## config.mk

```make
export PLATFORM = sky130hd
export DESIGN_NAME = sample_feeder
export DESIGN_NICKNAME = d
export VERILOG_FILES = /design/src/rtl/sample_feeder.sv
export SDC_FILE = /design/constraint.sdc
export NUM_CORES = 1
export LEC_CHECK = 0
export BUFFER_PORTS_ARGS = -buffer_cell sky130_fd_sc_hd__buf_2
export CORE_ASPECT_RATIO = 1.1
export CORE_MARGIN = 5
export CORE_UTILIZATION = 49
export CTS_CLUSTER_SIZE = 8
export DETAILED_ROUTE_END_ITERATION = 16
export PLACE_DENSITY_LB_ADDON = 0.12
export SKIP_LAST_GASP = 1
export SYNTH_ARGS = -nofsm -noshare
export SYNTH_HDL_FRONTEND = slang
export SYNTH_SLANG_ARGS = --single-unit
```

## constraint.sdc

```tcl
create_clock -name clk -period 11.93 [get_ports clk]
set_input_delay 1.193 -clock clk [delete_from_list [all_inputs] [get_ports clk]]
set_output_delay 1.193 -clock clk [all_outputs]
set_load 0.005 [all_outputs]
```

## src/rtl/sample_feeder.sv

```systemverilog
// Sample feeder for the filtr_a notch filter: FIFO-buffers 24-bit samples and hands them out one at a time.
// Define FEEDER_STATS_EN to add the saturating drop_cnt port.
module sample_feeder #(
  parameter int DATA_SIZE   = 25,
  parameter int FIFO_DEPTH  = 8,
  parameter int AW          = 3,
  parameter int HOLD_CYCLES = 4,
  parameter int TIMEOUT     = 16
) (
  input  logic                 clk,
  input  logic                 reset,
  input  logic [DATA_SIZE-2:0] s_data,
  input  logic                 s_valid,
  output logic                 s_ready,
  output logic [DATA_SIZE-2:0] data_out,
  output logic                 sample_trig,
  input  logic                 filter_done,
  output logic                 busy,
  output logic [AW:0]          fifo_level,
  output logic                 ovf,
  output logic                 timeout_err
`ifdef FEEDER_STATS_EN
  ,
  output logic [15:0]          drop_cnt
`endif
);

  typedef enum logic [2:0] {IDLE, LOAD, TRIG, WAIT_DONE, HOLD} state_t;

  localparam logic [AW:0] FULL_LEVEL = (AW+1)'(FIFO_DEPTH);
  localparam logic [7:0]  HOLD_LOAD  = 8'(HOLD_CYCLES);
  localparam logic [7:0]  WAIT_LAST  = 8'(TIMEOUT - 1);

  logic [DATA_SIZE-2:0] mem [FIFO_DEPTH];
  logic [AW-1:0]        wr_ptr;
  logic [AW-1:0]        rd_ptr;
  logic                 full;
  logic                 empty;
  logic                 push;
  logic                 pop;
  logic                 drop;

  state_t     state;
  state_t     state_next;
  logic [7:0] cnt;
  logic [7:0] cnt_next;
  logic       wait_expired;

  // Space is judged on the registered level only, so a pop never makes room for a same-cycle push.
  assign full        = (fifo_level == FULL_LEVEL);
  assign empty       = (fifo_level == '0);
  assign s_ready     = !full;
  assign push        = s_valid && !full;
  assign drop        = s_valid && full;
  assign pop         = (state == LOAD);
  assign sample_trig = (state == TRIG);
  assign busy        = (state != IDLE);

  // NOTE: sample storage has no reset; the pointers and level alone define what is valid.
  always_ff @(posedge clk) begin
    if (push) mem[wr_ptr] <= s_data;
  end

  always_ff @(posedge clk) begin
    if (reset) begin
      wr_ptr     <= '0;
      rd_ptr     <= '0;
      fifo_level <= '0;
    end else begin
      if (push) wr_ptr <= wr_ptr + 1'b1;
      if (pop)  rd_ptr <= rd_ptr + 1'b1;
      case ({push, pop})
        2'b10:   fifo_level <= fifo_level + 1'b1;
        2'b01:   fifo_level <= fifo_level - 1'b1;
        default: fifo_level <= fifo_level;
      endcase
    end
  end

  // NOTE: every always_comb output gets a default first so no path can infer a latch.
  always_comb begin
    state_next   = state;
    cnt_next     = cnt;
    wait_expired = 1'b0;
    case (state)
      IDLE: if (!empty) state_next = LOAD;
      LOAD: state_next = TRIG;
      TRIG: begin
        state_next = WAIT_DONE;
        cnt_next   = '0;
      end
      WAIT_DONE: begin
        if (filter_done) begin
          state_next = HOLD;
          cnt_next   = HOLD_LOAD;
        end else if (cnt == WAIT_LAST) begin
          state_next   = IDLE;
          wait_expired = 1'b1;
        end else begin
          cnt_next = cnt + 8'd1;
        end
      end
      HOLD: begin
        if (cnt == 8'd1) state_next = empty ? IDLE : LOAD;
        else             cnt_next   = cnt - 8'd1;
      end
      default: state_next = IDLE;
    endcase
  end

  always_ff @(posedge clk) begin
    if (reset) begin
      state       <= IDLE;
      cnt         <= '0;
      data_out    <= '0;
      ovf         <= 1'b0;
      timeout_err <= 1'b0;
    end else begin
      state <= state_next;
      cnt   <= cnt_next;
      if (pop)          data_out    <= mem[rd_ptr];
      if (drop)         ovf         <= 1'b1;
      if (wait_expired) timeout_err <= 1'b1;
    end
  end

`ifdef FEEDER_STATS_EN
  always_ff @(posedge clk) begin
    if (reset)                            drop_cnt <= '0;
    else if (drop && drop_cnt != 16'hFFFF) drop_cnt <= drop_cnt + 16'd1;
  end
`endif

endmodule
```

======== Word-level counts from Yosys, hierarchy flattened ========
Memory sizes are Yosys's and may differ from the RTL's. A register that Yosys moved wholly into a read port is not among the register bits.
Index checks and enable logic that the tools add are counted.
cells by class
  add/subtract/negate cells ............... 6
  equal/unequal tests ..................... 14
  mux-type cells .......................... 16
  reductions and logical operators ........ 10
operators with widths
  cell                                                                 number
  8-bit 2-to-1 mux                                                     3
  8-bit case mux with 3 select lines                                   1
  3-bit case mux with 5 select lines                                   1
  3-bit 2-to-1 mux                                                     4
  8-bit by 1-bit adder with 8-bit output (second input constant)       1
  8-bit by 1-bit == test with 1-bit output (second input constant)     1
  8-bit by 4-bit == test with 1-bit output (second input constant)     1
  4-bit case mux with 2 select lines                                   1
  8-bit by 1-bit subtractor with 8-bit output (second input constant)  1
  3-bit by 1-bit adder with 3-bit output (second input constant)       2
  3-bit by 2-bit == test with 1-bit output (second input constant)     2
  1-bit 2-to-1 mux                                                     6
  2-bit inequality test (second input constant)                        3
  3-bit inequality test (second input constant)                        2
  3-bit AND reduction                                                  2
  3-bit nonzero test                                                   2
  4-bit by 1-bit adder with 4-bit output (second input constant)       1
  4-bit == test (second input constant)                                1
  4-bit zero test                                                      1
  4-bit by 1-bit subtractor with 4-bit output (second input constant)  1
  3-bit by 1-bit == test with 1-bit output (second input constant)     1
  3-bit == test (second input constant)                                1
  3-bit zero test                                                      1
  2-bit by 1-bit == test with 1-bit output (second input constant)     1
  other kinds (4)                                                      5
storage, ports and cells
  bits in registers ....................... 23
  memory bits (writable) .................. 192
  bits of input ports ..................... 28
  output and inout port bits .............. 33
  memories ................................ 1
memories
  name  depth  width  read ports  clocked after memory_dff  write ports  RTL line  text
  mem   8      24     1           1                         1            34        logic [DATA_SIZE-2:0] mem [FIFO_DEPTH];

======== Longest topological paths before layout ========
  word-level depth ........................ 5
  gate-level depth with buffers ........... 11

======== Worst setup path after synthesis ========
No wires, ideal clock.
  path kind ............................... input -> register
  from .................................... input s_valid
  to ...................................... memory mem[0][0] in the netlist's numbering (enable)
  setup time .............................. 466 ps
  arrival time ............................ 3966 ps
  data required time ...................... 11464 ps
  setup slack ............................. 7498 ps
  cell stages on the path ................. 3
  path through ............................ nor2b_1 > inv_1 > nor4_1
between the ends
  word-level cells in the longest chain between the ends .. 3
RTL lines
  item                                    RTL line  text
  from (decl)                             13        input logic s_valid,
  1-bit logical AND                       53        assign push = s_valid && !full;
  1-bit 2-to-1 mux                        61        if (push) mem[wr_ptr] <= s_data;
  1-bit 2-to-1 mux (not written as such)  61
  to (decl)                               34
Every way passes these cells.

======== Final worst setup path ========
  from .................................... register state[1]
  to ...................................... output sample_trig
between the ends
  word-level cells in the longest chain between the ends .. 1
RTL lines
  item                                      RTL line  text
  from (decl)                               43        state_t state;
  from (signal assigned)                    119       state <= state_next;
  3-bit by 2-bit == test with 1-bit output  56        assign sample_trig = (state == TRIG);
  to (decl)                                 16        output logic sample_trig,
Every way passes these cells.

==> reports/qor.csv <==
metric;value;unit
status;completed;
r2r_slack;9.13;ns
yosys.area.top_type;edfxtp_1;
worstSetupStartpointType;flop;
initial_core_util;49.8;%
endpoint_kind;output pin;
die_area;22400;sq um
crit_arrival;1.70;ns
hold_path_class;reg -> reg;
power_density;206;nW/um^2
critPathBufInv;1;
root_buffer;clkbuf_16;
yosys_register_bits;239;
hold_violations;0;
post_cts_buffers;0;
pin_count;61;
grt_max_degree;54;
firstDrtPassIters;4;
die_h;156;um
gp_congestion;0.750;
dieWidth;143;um
synth_area_leaders;edfxtp_1 (60%), mux4_2 (11%), dfxtp_1 (9.9%);
r2r-start;fifo_level[0];
cpMaxStageDelayCell;dfxtp_1;
grt.total_usage;17.2;%
avgSynthCellArea;17.6;sq um
max_freq;345;MHz
synth-edff-count;192;
numCtsBuffers;35;
setup_slack;9.04;ns
tightest_slew;1.04;ns
finalNetCount;655;
power.leakage;3.64;nW
cp_max_fo;10;
grt-ovfl-total;0;
cap_violations;0;
yosysSeqAreaShare;70.3;%
rr_worst_depth;10;
critPathTopFamily;flip-flops;
maxSlewViolCount;0;
yosys_warnings;0;
antennaDiodeCount;0;
postRouteAntennaNets;0;
critPathRequiredTime;10.74;ns
synth_ff_type;edfxtp_1;
antenna_found_initial;1;
vias;5041;
routedWlPerCell;20.8;um
r2r_end;fifo_level[2];
grt_pass1_wl;29500;um
clock_skew;0.0149;ns
pre_cts_slack;8.59;ns
port_buffers;60;
power;0.00228;W
drive_gt1_share;28.8;%
ys_types;60;
post-synth-top-count-cell;edfxtp_1;
rsz0062_at_grt;no;
h-tree-depth;2;
synthArstFlopShare;0;%
clock_latency;0.50;ns
cts_max_path_buffers;3;
synth_top_area_share;60.5;%
period_share;24.3;%
holdPathStages;2;
max_stage_delay;0.59;ns
syn_to_final_growth;16.2;%
cts_hold_buffers;0;
netlist_instances;543;
min_period;2.89;ns
drc;0;
relSlewSlack;30.5;%
path_cells;or2b_2 > nor2_1 > buf_2;
first_iter_violations;239;
syn_nets;579;
nFillCells;1498;
synth_common_cells;edfxtp_1 (192), mux4_2 (48), dfxtp_1 (47), nor2_1 (43), mux2i_1 (26);
setup_violations;0;
dp_hpwl;10200;um
core;19200;sq um
grt_pass1_vias;5365;
cts_resized;0;
clk_pin_slew_worst_paths;0.05;ns
viasPerCell;5.66;
fp-row-count;53;
clock-sinks;239;
wirelength;18500;um
critPathKind;reg -> out;
cts_tree;done;
peakVddDrop;0.000116;V
hold_end;ovf;
hold_start;ovf;
setup_tns;0;ns
syn_area;9540;sq um
## worst register-to-register path, cell delays in order (launching register included)
cell and delay, ns:
dfxtp_1 0.38, nor4b_1 0.52, nor2b_1 0.21, inv_1 0.30, ha_1 0.31, xor2_1 0.18, ha_1 0.17, a21oi_1 0.05
xor2_1 0.16, or3_1 0.31, a21oi_1 0.14
## report_power, final
part	internal [W]	leakage [nW]	switching, W
Sequential	0.000970	2.13	0.0000810
Clock	0.000560	0.482	0.000330
Combinational	0.000184	1.03	0.000156
Total	0.00171	3.64	0.000567
## kinds of logic (layout without fill, tap and decap cells)
group                    Yosys count  in the layout  synth area share, %
AO/OA/AOI/OAI                     77             77                 5.94
XOR/XNOR                           8              8                0.735
adder cells (fa/ha/maj)            8              8                 1.05
buffers and inverters             39            139                 2.44
flip-flops                       239            239                 70.3
multiplexers                      74             74                 14.1
AND/OR/NAND/NOR                   98             98                 5.44
## layout by cell type, fill, tap and decap left out, types with 2 or more instances in the layout
master and count:
nand2b_1 5, o22ai_1 2, nor4bb_1 2, nor2_2 3
nand2_1 17, buf_2 60, or3_1 3, xnor2_1 2
a21oi_1 15, nor3_1 3, a31oi_1 3, o32a_2 2
o21ai_0 9, a221oi_1 2, ha_1 8, buf_4 11
nor3b_4 2, xor2_1 6, clkbuf_16 36, clkbuf_1 23
dfxtp_1 45, a22oi_1 2, nor4_1 2, o21a_1 2
nor3_2 4, mux2i_1 26, inv_1 7, nor2_1 40
nand3_1 4, a211oi_1 25, edfxtp_1 192, mux4_2 48
## worst max-delay path by stage
stage	start	end	cells after the start
2_1_floorplan	s_valid	mem[0][0]	3
3_3_place_gp	s_valid	fifo_level[2]	10
3_5_place_dp	s_valid	fifo_level[2]	10
4_1_cts	state[1]	sample_trig	3
5_1_grt	state[0]	fifo_level[3]	8
6_report	state[1]	sample_trig	3
## registers in the layout, summed over array words and instances (netlist names)
register / flops
mem: 192
timeout_err: 1
fifo_level: 4
cnt: 8
rd_ptr: 3
state: 3
data_out: 24
ovf: 1
wr_ptr: 3
## through the flow
| step | area (sq um) | hold WS (ns) | util [%] | std cells |
|---|---|---|---|---|
| final | 11100 | 0.464 | 57.8 | 890 |
| after global routing | 11100 | 0.503 | 57.8 | 890 |
| after CTS | 11100 | 0.471 | 57.8 | 890 |
| after detailed placement | 10100 | 0.456 | 52.5 | 829 |
| after global placement | 10100 | 0.447 | 52.5 | 829 |
| after floorplan | 9540 | 0.460 | - | 543 |
## layer usage
layer / GRT usage (%) / part of all wire [%]
met1: 22.3 / 43
met2: 28.8 / 50
met3: 3.88 / 4.9
met4: 5.84 / 2.0
met5: 0 / 0.060
## final cells by class
class / instances / area [sq um] / area share (%)
Multi-Input combinational cell: 265 / 2640 / 23.8
Clock inverter: 2 / 25.0 / 0.226
Tap cell: 247 / 309 / 2.79
Timing Repair Buffer: 71 / 383 / 3.46
Clock buffer: 59 / 987 / 8.91
Sequential cell: 239 / 6710 / 60.6
Inverter: 7 / 26.3 / 0.237
Power figures use the tool's default switching activity.
